<file path="src/rtl/bcd_display_pkg.sv">
// Shared constants for the multiplexed BCD display scanner: segment patterns
// ({g,f,e,d,c,b,a}, active low), slot indices and the buffered display value.
package bcd_display_pkg;

  localparam logic [6:0] SEG_0     = 7'b1000000;
  localparam logic [6:0] SEG_1     = 7'b1111001;
  localparam logic [6:0] SEG_2     = 7'b0100100;
  localparam logic [6:0] SEG_3     = 7'b0110000;
  localparam logic [6:0] SEG_4     = 7'b0011001;
  localparam logic [6:0] SEG_5     = 7'b0010010;
  localparam logic [6:0] SEG_6     = 7'b0000010;
  localparam logic [6:0] SEG_7     = 7'b1111000;
  localparam logic [6:0] SEG_8     = 7'b0000000;
  localparam logic [6:0] SEG_9     = 7'b0010000;
  localparam logic [6:0] SEG_MINUS = 7'b0111111;
  localparam logic [6:0] SEG_BLANK = 7'b1111111;
  localparam logic [6:0] SEG_ERR   = 7'b0000110;

  localparam logic [1:0] SLOT_UNI = 2'd0;
  localparam logic [1:0] SLOT_DEZ = 2'd1;
  localparam logic [1:0] SLOT_CEN = 2'd2;
  localparam logic [1:0] SLOT_SGN = 2'd3;

  typedef struct packed {
    logic [3:0] cen;
    logic [3:0] dez;
    logic [3:0] uni;
    logic       neg;
  } bcd_value_t;

endpackage

</file>
<file path="src/rtl/seg7_decoder.sv">
// Combinational 7-segment decoder: BCD code plus blank/minus overrides to an
// active-low segment pattern. Codes 10..15 show "E" as an error indicator.
module seg7_decoder
  import bcd_display_pkg::*;
(
  input  logic [3:0] code_i,
  input  logic       blank_i,
  input  logic       minus_i,
  output logic [6:0] seg_n_o
);

  always_comb begin
    seg_n_o = SEG_ERR;
    if (minus_i) begin
      seg_n_o = SEG_MINUS;
    end else if (blank_i) begin
      seg_n_o = SEG_BLANK;
    end else begin
      case (code_i)
        4'd0:    seg_n_o = SEG_0;
        4'd1:    seg_n_o = SEG_1;
        4'd2:    seg_n_o = SEG_2;
        4'd3:    seg_n_o = SEG_3;
        4'd4:    seg_n_o = SEG_4;
        4'd5:    seg_n_o = SEG_5;
        4'd6:    seg_n_o = SEG_6;
        4'd7:    seg_n_o = SEG_7;
        4'd8:    seg_n_o = SEG_8;
        4'd9:    seg_n_o = SEG_9;
        default: seg_n_o = SEG_ERR;
      endcase
    end
  end

endmodule

</file>
<file path="src/rtl/bcd_display_scanner.sv">
// 4-digit multiplexed common-anode display driver (sign, hundreds, tens, units)
// with frame-boundary double buffering, leading-zero blanking and a guard gap.
module bcd_display_scanner
  import bcd_display_pkg::*;
#(
  parameter int CLK_DIV = 50000,
  parameter int GUARD   = 2
) (
  input  logic       clk,
  input  logic       rst_n,
  input  logic       load,
  input  logic [3:0] centena,
  input  logic [3:0] dezena,
  input  logic [3:0] unidade,
  input  logic       negative,
  output logic [6:0] seg_n,
  output logic [3:0] an_n,
  output logic       frame_tick
);

  localparam int             PW         = (CLK_DIV > 1) ? $clog2(CLK_DIV) : 1;
  localparam logic [PW-1:0]  PRESC_LAST = PW'(CLK_DIV - 1);
  localparam logic [PW-1:0]  GUARD_CYC  = PW'(GUARD);

  logic [PW-1:0] presc_q, presc_d;
  logic [1:0]    slot_q, slot_d;
  bcd_value_t    cap_q, cap_d;
  bcd_value_t    disp_q, disp_d;
  logic          pending_q, pending_d;
  logic [6:0]    seg_n_q, seg_n_d;
  logic [3:0]    an_n_q, an_n_d;

  logic          slot_end;
  logic          frame_end;
  logic          in_guard;
  bcd_value_t    in_value;
  logic [3:0]    dig_code;
  logic          dig_blank;
  logic          dig_minus;
  logic [6:0]    dig_seg;

  assign slot_end   = (presc_q == PRESC_LAST);
  assign frame_end  = slot_end && (slot_q == SLOT_SGN);
  assign in_guard   = (presc_q < GUARD_CYC);
  assign frame_tick = frame_end;

  assign in_value.cen = centena;
  assign in_value.dez = dezena;
  assign in_value.uni = unidade;
  assign in_value.neg = negative;

  always_comb begin
    presc_d = slot_end ? '0 : presc_q + 1'b1;
    slot_d  = slot_end ? slot_q + 2'd1 : slot_q;
  end

  // A load landing on the frame boundary bypasses the capture register so it
  // is shown from the very next frame without waiting a full extra frame.
  always_comb begin
    cap_d     = cap_q;
    pending_d = pending_q;
    disp_d    = disp_q;
    if (load) begin
      cap_d     = in_value;
      pending_d = 1'b1;
    end
    if (frame_end) begin
      if (load) begin
        disp_d = in_value;
      end else if (pending_q) begin
        disp_d = cap_q;
      end
      pending_d = 1'b0;
    end
  end

  always_comb begin
    dig_code  = disp_q.uni;
    dig_blank = 1'b0;
    dig_minus = 1'b0;
    case (slot_q)
      SLOT_UNI: dig_code = disp_q.uni;
      SLOT_DEZ: begin
        dig_code  = disp_q.dez;
        dig_blank = (disp_q.cen == 4'd0) && (disp_q.dez == 4'd0);
      end
      SLOT_CEN: begin
        dig_code  = disp_q.cen;
        dig_blank = (disp_q.cen == 4'd0);
      end
      default: begin
        dig_code  = 4'd0;
        dig_minus = disp_q.neg;
        dig_blank = ~disp_q.neg;
      end
    endcase
  end

  seg7_decoder u_dec (
    .code_i  (dig_code),
    .blank_i (dig_blank),
    .minus_i (dig_minus),
    .seg_n_o (dig_seg)
  );

  always_comb begin
    an_n_d  = in_guard ? 4'hF : ~(4'b0001 << slot_q);
    seg_n_d = in_guard ? SEG_BLANK : dig_seg;
  end

  always_ff @(posedge clk or negedge rst_n) begin
    if (!rst_n) begin
      presc_q   <= '0;
      slot_q    <= SLOT_UNI;
      cap_q     <= '0;
      disp_q    <= '0;
      pending_q <= 1'b0;
      seg_n_q   <= SEG_BLANK;
      an_n_q    <= 4'hF;
    end else begin
      presc_q   <= presc_d;
      slot_q    <= slot_d;
      cap_q     <= cap_d;
      disp_q    <= disp_d;
      pending_q <= pending_d;
      seg_n_q   <= seg_n_d;
      an_n_q    <= an_n_d;
    end
  end

  assign seg_n = seg_n_q;
  assign an_n  = an_n_q;

endmodule
</file>
<file path="config.mk">
export PLATFORM = sky130hd
export DESIGN_NAME = bcd_display_scanner
export DESIGN_NICKNAME = d
export VERILOG_FILES = /design/src/rtl/bcd_display_pkg.sv /design/src/rtl/seg7_decoder.sv /design/src/rtl/bcd_display_scanner.sv
export SDC_FILE = /design/constraint.sdc
export NUM_CORES = 1
export LEC_CHECK = 0
export ABC_AREA = 0
export BUFFER_PORTS_ARGS = -buffer_cell sky130_fd_sc_hd__buf_2
export CORE_ASPECT_RATIO = 1.4
export CORE_MARGIN = 10
export CORE_UTILIZATION = 50
export CTS_BUF_LIST = sky130_fd_sc_hd__clkbuf_4 sky130_fd_sc_hd__clkbuf_8
export DETAILED_ROUTE_END_ITERATION = 8
export GPL_TIMING_DRIVEN = 0
export PLACE_DENSITY = 0.75
export SLEW_MARGIN = 20
export SYNTH_ARGS = -nofsm -noshare
export SYNTH_HDL_FRONTEND = slang
export SYNTH_HIERARCHICAL = 1
export SYNTH_SLANG_ARGS = --single-unit
export TNS_END_PERCENT = 5
</file>
<file path="constraint.sdc">
create_clock -name clk -period 4.3 [get_ports clk]
set_input_delay 0.215 -clock clk [delete_from_list [all_inputs] [get_ports clk]]
set_output_delay 0.215 -clock clk [all_outputs]
set_load 0.03 [all_outputs]
</file>
* Word level (Yosys, flattened, before mapping)
Memories as Yosys holds them, arrays and structs flattened.
Cells that the tools add are included.
** Storage, ports and cells
- Bits in registers :: 56
- Memory bits (read-only) :: 112
- Bits of input ports :: 16
- Output and inout port bits :: 12
- Memories :: 1
** Memory list
- (no name shown) :: words 16, bits a word 7, rd ports 1, clocked after memory_dff 0, wr ports 0, line seg7_decoder.sv:19 : case (code_i)
** Operators by class
- Add/sub/neg operators :: 2
- Order comparisons :: 1
- Eq/ne operators :: 4
- Shift-type cells :: 1
- Mux-type cells :: 12
- Bitwise gates (word level) :: 2
- Reduce and logical (&&, ||, !) cells :: 9
** Operators by type and width (count)
- 13-bit two-way mux :: 2
- 7-bit two-way mux :: 3
- 16-bit by 1-bit adder with 16-bit output, second input constant :: 1
- 16-bit == test, second input constant :: 1
- 16-bit by 2-bit < comparator with 1-bit output, second input constant :: 1
- 16-bit two-way mux :: 1
- 4-bit one-hot mux with 3 select lines :: 1
- 4-bit logical NOT :: 2
- 2-bit == test, second input constant :: 2
- 4-bit two-way mux :: 1
- 4-bit inverter :: 1
- 2-bit nonzero test :: 2
- 1-bit by 2-bit << shifter with 4-bit output, first input constant :: 1
- 1-bit two-way mux :: 3
- 1-bit one-hot mux with 3 select lines :: 1
- 3-bit OR reduction :: 1
- 2-bit by 1-bit adder with 2-bit output, second input constant :: 1
- 2-bit by 1-bit == test with 1-bit output, second input constant :: 1
- 1-bit logical AND :: 2
- 2-bit logical NOT :: 1
- 2-bit AND reduction :: 1
- 1-bit inverter :: 1

* Longest topological paths before layout
Gate-level depths: netlist (run 1).
- Word-level depth :: 6
- Mapped depth :: 10

* Hierarchy
The synthesis (run 1) kept the hierarchy.
** Modules (own cells, without submodules)
- bcd_display_scanner :: times used 1, cells each 184, area an instance 2424.8 µm², sequential area each 1415.1 µm²
- seg7_decoder :: times used 1, cells each 33, area an instance 221.5 µm², sequential area each 0.0 µm²

* Least setup slack after synthesis (run 1)
No wires, ideal clock.
- Path kind :: reg-to-reg
- Start :: reg slot_q[0]
- End :: reg seg_n_q[4] (netlist: seg_n[4])
- Library setup time :: 88 ps
- Data arrival time :: 1878 ps
- Data required time :: 4212 ps
- Path slack :: 2334 ps
- Stages on the path, launching flop included :: 11
- Buffers on the path :: 0
- Period minus slack after synthesis :: 1966 ps
- Cell sequence :: dfrtp_1 -> inv_1 -> ha_1 -> a222oi_1 -> nor2_1 -> inv_1 -> ha_1 -> mux2_4 -> nand2_1 -> o311ai_1 -> nand2b_1
** On the way
- Word-level cells in the longest chain between the ends :: 6
- Elaborated cells between the ends (all ways) :: 11
- Classes of those cells :: eq/ne: 2; mux: 6; reduce/logical: 2; memory: 1
** Ends and longest elaborated chain
- start: declaration :: line bcd_display_scanner.sv:26 : logic [1:0] slot_q, slot_d;
- start signal: assignment :: line bcd_display_scanner.sv:122 : slot_q <= slot_d;
- 2-bit == test (tied with other cells) :: line bcd_display_scanner.sv:81 : case (slot_q)
- 4-bit one-hot mux with 3 select lines (*) :: line bcd_display_scanner.sv:81
- via dig_code[1] :: line bcd_display_scanner.sv:37 : logic [3:0] dig_code;
- memory read 16 x 7 bit (*)
- 7-bit two-way mux (*) :: line seg7_decoder.sv:16 : end else if (blank_i) begin
- 7-bit two-way mux (*) :: line seg7_decoder.sv:14 : if (minus_i) begin
- via dig_seg[4] :: line bcd_display_scanner.sv:40 : logic [6:0] dig_seg;
- 7-bit two-way mux (*) :: line bcd_display_scanner.sv:108 : seg_n_d = in_guard ? SEG_BLANK : dig_seg;
- via seg_n_d[4] :: line bcd_display_scanner.sv:30 : logic [6:0] seg_n_q, seg_n_d;
- end signal: assignment :: line bcd_display_scanner.sv:126 : seg_n_q <= seg_n_d;
- end: declaration :: line bcd_display_scanner.sv:30
Mark *: on every way through the listed nets, which the timed path passes. The rest lies on a longest branch.
A chain may end at the register's enable or synchronous reset.

* Worst setup path after layout (run 1)
Same ends and word-level chain as after synthesis.

==> results of run 1 <==
power by group:
group / switching [mW] / leakage (nW) / internal (mW)
logic: 0.0205 / 0.637 / 0.0172
registers: 0.00293 / 0.694 / 0.539
clock network: 0.168 / 0.0448 / 0.123
metal layers:
metal	vias up	GRT usage (%)	routed length [um]	part of all wire, %
li1	820	-	-	-
met1	843	11.9	1850	40
met2	33	20.2	2460	53
met3	6	3.37	234	5.1
met4	0	5.58	83	1.8
met5	-	0	0	0
critical path: stages, from the launching register on:
cell and delay (ps):
dfrtp_1 430, inv_1 140, ha_1 280, a222oi_1 140, nor2_1 340, inv_1 150, ha_1 220, mux2_4 250
nand2_1 60, o311ai_1 70, nand2b_1 160
cells in the final DEF (no fill, tap or decap), types with 3 or more instances in the layout:
master,synthesis,final
a21oi_1,7,7
a222oi_1,4,4
buf_2,1,27
clkbuf_8,0,5
dfrtp_1,45,45
dfstp_2,11,11
ha_1,11,11
inv_1,7,7
mux2_2,17,17
mux2_4,11,11
nand2_1,12,12
nand2b_1,10,10
nand3_1,5,5
nand4_1,3,3
nor2_1,20,20
nor3_1,5,5
nor4_1,4,4
o21ai_0,6,6
xnor2_1,5,5
xor2_1,7,7
cell families (layout without fill, tap and decap cells):
| family | count (synthesis) | count (layout) | share of synthesized area (%) |
|---|---|---|---|
| AND/OR/NAND/NOR | 73 | 73 | 14.8 |
| flip-flops | 56 | 56 | 53.5 |
| multiplexers | 29 | 29 | 13.9 |
| AO/OA/AOI/OAI | 21 | 21 | 5.15 |
| buffers and inverters | 15 | 51 | 3.55 |
| XOR/XNOR | 12 | 12 | 3.97 |
| adder cells (fa/ha/maj) | 11 | 11 | 5.20 |
cell type report:
class,count,area [um^2]
fill,430,2190
sequential,56,1420
multi-input combinational,146,1140
timing repair buffer,28,148
tap,66,82.6
clock buffer,6,76.3
buffer,8,67.6
inverter,7,26.3
clock inverter,2,16.3
path summary, 6_finish.rpt:
kind | from | endpoint | slack (ps) | cells past startpoint
max | slot_q[0] | seg_n[4] | 1990 | 10
min | dezena[2] | cap_q[7] | 150 | 2
max reg2reg | slot_q[0] | seg_n[4] | 1990 | 10
min reg2reg | presc_q[15] | presc_q[15] | 510 | 1
max in group asynchronous | rst_n | presc_q[2] | 3350 | 2
min in group asynchronous | rst_n | disp_q[7] | 480 | 2
flip-flops by register name (all words and copies together) (netlist names):
register   cells
slot_q         2
pending_q      1
presc_q       16
disp_q        13
seg_n          7
cap_q         13
an_n           4
repair_timing:
action,in CTS,in global routing
endpoints found under the hold margin,45,0
setup buffers,0,0
hold buffers,1,0
resized for setup,0,0
==> metrics.md, run 1 <==
| Metric | Value |
|---|---|
| Power per Cell Area | `293 nW/um^2` |
| Fmax | `between 0.4 and 0.5 GHz` |
| Post-Syn Area | `2650 um^2` |
| IO Pins | `28` |
| Placed cell count | `310` |
| Post-Route WL | `between 4000 and 5000 um` |
| Starting Density | `around half` |
| Largest net degree at the start of global routing | `between 50 and 60` |
| Top area cells in the synthesized netlist | `dfrtp_1, dfstp_2, mux2_2, mux2_4, ha_1` |
| RSZ-0062 raised after global routing | `false` |
| NumNets Final | `279` |
| H-Tree Depth | `2` |
| Worst EP required | `about 4500 ps` |
| Die Wd | `roughly 81 um` |
| Critical path peak fanout | `6` |
| Full die area | `just under 9000 um^2` |
| Number of enable flip-flop cells after synthesis | `0` |
| Worst-Skew Late Latency | `slightly above 300 ps` |
| Total CTS buffers | `5` |
| Tmin final | `approximately 2300 ps` |
| Wire per inst | `about 15 um` |
| VDD IR-drop max | `between 0.1 and 0.15 mV` |
| Placer Congestion | `around 0.82` |
| Final setup viols | `0` |
| Final worst slack | `between 1500 and 2000 ps` |
| Core area | `about 5200 um^2` |
| Vias in the first global route | `~1,700` |
| Fraction of layout cells with a size suffix above 1 | `33.2%` |
| DR vias/cell | `between 5 and 6` |
| Pwr Total | `around 0.87 mW` |
| Total Routing Usage GR | `a little under an eighth` |
| Static leakage | `about 1.4 nW` |
| Crit Path Class | `flop to flop` |
| Hold slack final | `between 100 and 150 ps` |
| Top cells by count, synth | `dfrtp_1, nor2_1, mux2_2, nand2_1` |
| Ys async rst share | `100%` |
| N_diodes | `0` |
| Slew Viols, Final | `0` |
| Top-count cell post-synth | `dfrtp_1` |
| Syn nets | `roughly 240` |
| Endpoints failing hold | `0` |
| Via count | `1,702` |
| Fin crit share | `between 50% and 60%` |
| WP data arrival | `approximately 2600 ps` |
| Setup TNS | `0 ps` |
| Port Buffers | `27` |
| Synth area leader | `dfrtp_1` |
| Top FF cell, synth | `dfrtp_1` |
| Post-Layout Inst Area | `roughly 3000 um^2` |
| Place WS | `a little over 2000 ps` |
| Synth-to-Final Area Change | `12.2%` |
| Area post-placement | `~2900 um^2` |
| Clock Path Buffers | `2` |
| Clk_skew | `around 11 ps` |
| Post-DP HPWL | `3410 um` |
| Antenna-violating nets left | `0` |
| Setup crit start kind | `flop` |
| Register area share after synthesis | `a little over half` |
| Synthesized area per cell | `12.2 um^2` |
| Clock Sinks | `between 50 and 60` |
| Drt first-iter violations | `120` |
| Num rows | `31` |
| CTS tree | `yes` |
| Finished Layout Cells | `319` |
| Clk pin slew, worst setup/hold paths | `about 100 ps` |
| Initial antenna violation count | `0` |
| Crit end category | `flop` |
| Yosys warns | `6` |
| Top-area cell type share of the netlist area | `42.6%` |
| Residual DRC | `0` |
| Cell variety after synth | `38` |
| Die Span Y | `106 um` |
| Remaining Overflow, GRT | `0` |
| Status | `finished clean` |
| Max-cap viol count | `0` |
| HP Class | `primary input to flop` |
| Worst-Margin Slew | `~690 ps` |
| Global-route wire length before repair | `a little under 8000 um` |
| #FFs+latches synth | `56` |
| CTS root buffer | `clkbuf_8` |
| Initial DRT Pass Iterations | `5` |
| Final Util | `a little under three fifths` |
| Mapped Cells | `approximately 220` |
| Slew margin rel. | `a little over half` |
Note: power is estimated with default switching activity, not from simulation.
==> run 2: changes to the inputs <==
Clock period 4.3 ns to 2.3 ns, I/O delays scaled along.
==> run 2 against run 1 <==
Sequential cell count did not move; register-to-register slack got worse by 1800 ps; utilization rose by 0.63 points; combinational power rose by 87%.
==> metrics.md, run 2 (synthesis results as in run 1) <==
| Metric | Value |
|---|---|
| Status | `finished clean` |
| Reg2reg end | `seg_n[4]` |
| Full die area | `~8600 um^2` |
| CTS tree | `yes` |
| Post-DP HPWL | `roughly 3400 um` |
| Cell type of the slowest stage on the worst timing path | `a222oi_1` |
| Num rows | `31` |
| Worst EP required | `2540 ps` |
| Endpoints failing hold | `0` |
| Total Routing Usage GR | `a little under an eighth` |
| Power per Cell Area | `542 nW/um^2` |
| Post-Route WL | `approximately 4700 um` |
| Sequence of cells on the critical path | `inv_1 > ha_2 > a222oi_1 > nor2_2 > ha_1 > mux2_4 > nand2_1 > o311ai_1 > nand2b_1` |
| Total CTS buffers | `5` |
| Initial antenna violation count | `0` |
| Die Wd | `between 80 and 90 um` |
| Clock Sinks | `56` |
| Die Span Y | `between 100 and 150 um` |
| Fmax | `roughly 0.48 GHz` |
| Via count | `1,723` |
| Fill count | `between 400 and 500` |
| Crit path from | `slot_q[0]` |
| Static leakage | `about 1.4 nW` |
| Crit path max-delay family | `compound AO/OA/AOI/OAI gates` |
| Placer Congestion | `just over 0.8` |
| Crit end category | `flop` |
| Worst r2r src | `slot_q[0]` |
| Setup crit start kind | `flop` |
| WP buf/inv | `1` |
| Residual DRC | `0` |
| Remaining Overflow, GRT | `0` |
| H-Tree Depth | `2` |
| DR vias/cell | `~5.4` |
| Cells on worst reg2reg path | `9` |
| Drt first-iter violations | `96` |
| Largest net degree at the start of global routing | `57` |
| Tmin final | `roughly 2100 ps` |
| Top flop regs | `presc_q (16), cap_q (13), disp_q (13)` |
| Port Buffers | `27` |
| IO Pins | `28` |
| Most common cell after layout, fill and taps aside | `dfrtp_1` |
| Commonest cells after routing, fill and taps aside | `dfrtp_1, buf_2, nor2_1, mux2_2, nand2_1` |
| Setup crit end | `seg_n[4]` |
| Initial DRT Pass Iterations | `4` |
| Number of flip-flops in the largest register | `16` |
| Final setup viols | `0` |
| Antenna-violating nets left | `0` |
| Clk_skew | `~11 ps` |
| Slew margin rel. | `around 54%` |
| Fraction of layout cells with a size suffix above 1 | `35.5%` |
| Setup TNS | `0 ps` |
| N_diodes | `0` |
| Global-route wire length before repair | `between 7000 and 8000 um` |
| Final Util | `between 50% and 60%` |
| Slew Viols, Final | `0` |
| WP data arrival | `2330 ps` |
| Clk pin slew, worst setup/hold paths | `approximately 100 ps` |
| Crit Path Class | `flop to flop` |
| Max-cap viol count | `0` |
| CTS root buffer | `clkbuf_8` |
| Worst-Margin Slew | `686 ps` |
| Synth-to-Final Area Change | `13.4%` |
| VDD IR-drop max | `about 0.23 mV` |
| NumNets Final | `approximately 280` |
| Core area | `5160 um^2` |
| Internal reg-to-reg setup slack | `210 ps` |
| Clock Path Buffers | `2` |
| Critical path peak fanout | `6` |
| Starting Density | `about 51%` |
| Worst-Skew Late Latency | `approximately 310 ps` |
| Reg with most FFs | `presc_q` |
| Wire per inst | `about 14 um` |
| Vias in the first global route | `1,733` |
| Fin crit share | `91.0%` |
| Crit path depth | `9` |
| Crit path largest cell delay | `410 ps` |
| HP Class | `primary input to flop` |
[run 2: cell count changes in the layout (fill, tap and decap cells not counted)]
cell	previous run	this run
ha_1	11	9
buf_4	2	5
ha_2	0	2
nor2_2	0	2
nor2_1	20	18
[run 2: worst reg2reg max path, cell delays in order, from the launching register on]
cell      delay [ps]
dfrtp_1          390
inv_1            100
ha_2             230
a222oi_1         410
nor2_2           120
ha_1             230
mux2_4           250
nand2_1           60
o311ai_1          70
nand2b_1         150
[run 2: power breakdown]
part | switching (mW) | total, mW | internal [mW] | leakage, nW
clock network | 0.314 | 0.543 | 0.229 | 0.0448
logic | 0.0384 | 0.0706 | 0.0322 | 0.648
registers | 0.00548 | 1.01 | 1.01 | 0.694
[run 2: repair_timing]
item,4_1_cts,5_1_grt
setup endpoints to repair,0,5
endpoints found under the hold margin,45,0
buffers inserted,0,3
gates resized for setup,0,4
hold buffers,1,0
[run 2: per-layer routing]
metal | vias to the layer above | track usage [%] | share of wire [%]
met4 | 0 | 5.58 | 2.1
met1 | 843 | 11.9 | 40
li1 | 829 | - | -
met3 | 8 | 3.37 | 5.3
met5 | - | 0 | 0
met2 | 43 | 20.2 | 53
[run 2: how the worst min path moves through the flow]
| stage | start | endpoint | slack [ps] | cells after the start |
|---|---|---|---|---|
| after floorplan | rst_n | cap_q[0] | -180 | 0 |
| after global placement | centena[0] | cap_q[9] | 370 | 2 |
| after detailed placement | rst_n | pending_q | 210 | 1 |
| after CTS | dezena[2] | cap_q[7] | 40 | 2 |
| after global routing | dezena[2] | cap_q[7] | 40 | 2 |
| final | dezena[2] | cap_q[7] | 50 | 2 |
[run 2: area by class of cell]
class | instances | area [um^2] | share of cell area (%)
Sequential cell | 56 | 1420 | 47.1
Multi-Input combinational cell | 146 | 1150 | 38.2
Buffer | 8 | 67.6 | 2.25
Clock inverter | 2 | 16.3 | 0.542
Timing Repair Buffer | 31 | 170 | 5.67
Tap cell | 66 | 82.6 | 2.75
Inverter | 7 | 26.3 | 0.875
Clock buffer | 6 | 76.3 | 2.54
[run 2: stage by stage]
stage	power (mW)	std cells	instance area (um^2)	setup WS (ps)	hold WS [ps]
after CTS	1.65	319	2970	34.0	39.9
after floorplan	1.06	217	2650	334	-181
after detailed placement	1.10	310	2870	29.3	206
after global placement	1.10	310	2860	78.4	369
after global routing	1.69	322	3000	-15.4	35.9
final	1.63	322	3000	208	47.8
==> run 3: changes to the inputs <==
Settings changed: CORE_MARGIN 10 to 1, HOLD_SLACK_MARGIN from default to 0.06.
==> run 3 against run 2 <==
Worst hold slack gained 13 ps; combinational power up 20%; clock skew is 5.8 ps lower; critical path depth is 1 higher; fmax fell by 0.17%; worst setup slack worse by 3.5 ps; critical path type unchanged; routed wire length decreased by 1.6%; clock power increased by 18%; cell area is 4.4% higher.
==> metrics.md, run 3 (synthesis results as in run 1) <==
| Metric | Value |
|---|---|
| Post-DP HPWL | `around 3100 um` |
| Clock power frac | `36.8%` |
| Fmax | `0.477 GHz` |
| Num rows | `31` |
| Slew margin rel. | `a little under three fifths` |
| Most common cell after layout, fill and taps aside | `dfrtp_1` |
| VDD IR-drop max | `0.229 mV` |
| Number of flip-flops in the largest register | `16` |
| Vias in the first global route | `1,704` |
| NumNets Final | `about 300` |
| Critical path peak fanout | `6` |
| Initial antenna violation count | `0` |
| Reg with most FFs | `presc_q` |
| Setup TNS | `0 ps` |
| Net Switching | `about 0.36 mW` |
| Port Buffers | `27` |
| H-Tree Depth | `2` |
| Worst EP required | `between 2000 and 3000 ps` |
| Total Routing Usage GR | `around 18%` |
| WP buf/inv | `2` |
| DR vias/cell | `around 5.3` |
| Post-Route WL | `~4600 um` |
| Static leakage | `between 1 and 1.5 nW` |
| Via count | `around 1,800` |
| Remaining Overflow, GRT | `0` |
| Die Wd | `~63 um` |
| CTS root buffer | `clkbuf_8` |
| CTS tree | `yes` |
| Crit Path Class | `flop to flop` |
| Global-route wire length before repair | `approximately 7500 um` |
| Comb power frac | `4.9%` |
| Power per Cell Area | `approximately 550 nW/um^2` |
| Clock Sinks | `56` |
| Clock Path Buffers | `2` |
| Crit path depth | `10` |
| Crit end category | `flop` |
| Area post-placement | `2870 um^2` |
| Internal Power | `about 1.4 mW` |
| Commonest cells after routing, fill and taps aside | `dfrtp_1, buf_2, nor2_1, mux2_2` |
| Synth-to-Final Area Change | `18.4%` |
| Cells on worst reg2reg path | `10` |
| Max-cap viol count | `0` |
| Residual DRC | `0` |
| Fraction of layout cells with a size suffix above 1 | `34.5%` |
| Status | `finished clean` |
| Starting Density | `51.7%` |
| Antenna-violating nets left | `0` |
| Total CTS buffers | `5` |
| Crit path largest cell delay | `around 400 ps` |
| Hold path cells | `2` |
| Post-Layout Inst Area | `between 3000 and 4000 um^2` |
| Full die area | `5590 um^2` |
| Worst-Margin Slew | `roughly 670 ps` |
| Sequence of cells on the critical path | `inv_1 > ha_2 > a222oi_1 > nor2_2 > inv_1 > ha_2 > nor2b_1 > a21oi_1 > o21ai_0 > nand2b_1` |
| N_diodes | `0` |
| IO Pins | `28` |
| Fin crit share | `slightly above 90%` |
| Tmin final | `between 2000 and 2500 ps` |
| Sw frac | `a little over a fifth` |
| Core area | `~5100 um^2` |
| Sequential Power Share | `between 50 and 60%` |
| Top flop regs | `presc_q (16), cap_q (13), disp_q (13)` |
| Initial DRT Pass Iterations | `4` |
| Clk pin slew, worst setup/hold paths | `about 90 ps` |
| Final setup viols | `0` |
| Placer Congestion | `between 0.8 and 0.9` |
| Slew Viols, Final | `0` |
| Clk_skew | `~5.3 ps` |
| Hold slack final | `60.9 ps` |
| WP data arrival | `about 2400 ps` |
| Drt first-iter violations | `55` |
| Wire per inst | `between 10 and 15 um` |
| Cell type of the slowest stage on the worst timing path | `a222oi_1` |
| Worst-Skew Late Latency | `approximately 310 ps` |
| Crit path max-delay family | `compound AO/OA/AOI/OAI gates` |
| Endpoints failing hold | `0` |
| Largest net degree at the start of global routing | `57` |
| HP Class | `primary input to flop` |
| Setup crit start kind | `flop` |
| Die Span Y | `88.1 um` |
## run 3: per-stage QoR
| stage | instances | total power, mW | util (%) | worst slack, ps |
|---|---|---|---|---|
| after floorplan | 217 | 1.06 | - | 334 |
| after global placement | 310 | 1.10 | 55.9 | 94.5 |
| after detailed placement | 310 | 1.10 | 56.0 | 47.7 |
| after CTS | 329 | 1.76 | 60.3 | 31.6 |
| after global routing | 333 | 1.81 | 61.2 | -6.23 |
| final | 333 | 1.74 | 61.2 | 204 |
## run 3: layout make-up
type | count | area [um^2]
Fill cell | 424 | 1990
Sequential cell | 56 | 1420
Multi-Input combinational cell | 146 | 1150
Timing Repair Buffer | 42 | 280
Tap cell | 66 | 82.6
Clock buffer | 5 | 68.8
Buffer | 8 | 67.6
Clock inverter | 3 | 42.5
Inverter | 7 | 26.3
## run 3: power groups by stage
stage                     combinational, mW  clock, mW  sequential [mW]
after CTS                            0.0857      0.658             1.01
after floorplan                      0.0317          0             1.03
after detailed placement             0.0715          0             1.03
after global routing                 0.0951      0.699             1.01
final                                0.0847      0.639             1.01
after global placement               0.0686          0             1.03
## run 3: path summary, 6_finish.rpt
path,startpoint,endpoint,slack [ps]
max,slot_q[0],seg_n[0],200
min,unidade[1],cap_q[2],60
max reg2reg,slot_q[0],seg_n[0],200
min reg2reg,pending_q,pending_q,480
max in group asynchronous,rst_n,pending_q,1490
min in group asynchronous,rst_n,cap_q[8],380
## run 3: routing by layer
metal  wire length (um)  vias to the layer above  track usage [%]
met2               2430                       32             31.4
met5                  0                        -                0
met1               1910                      864             18.9
met4                 89                        0             9.71
li1                   -                      849                -
met3                150                        8             4.30
## run 3: what timing repair did
item,CTS,global route
setup endpoints to repair,0,6
endpoints found under the hold margin,55,1
resized for setup,0,5
buffers inserted,0,3
hold buffers,11,1
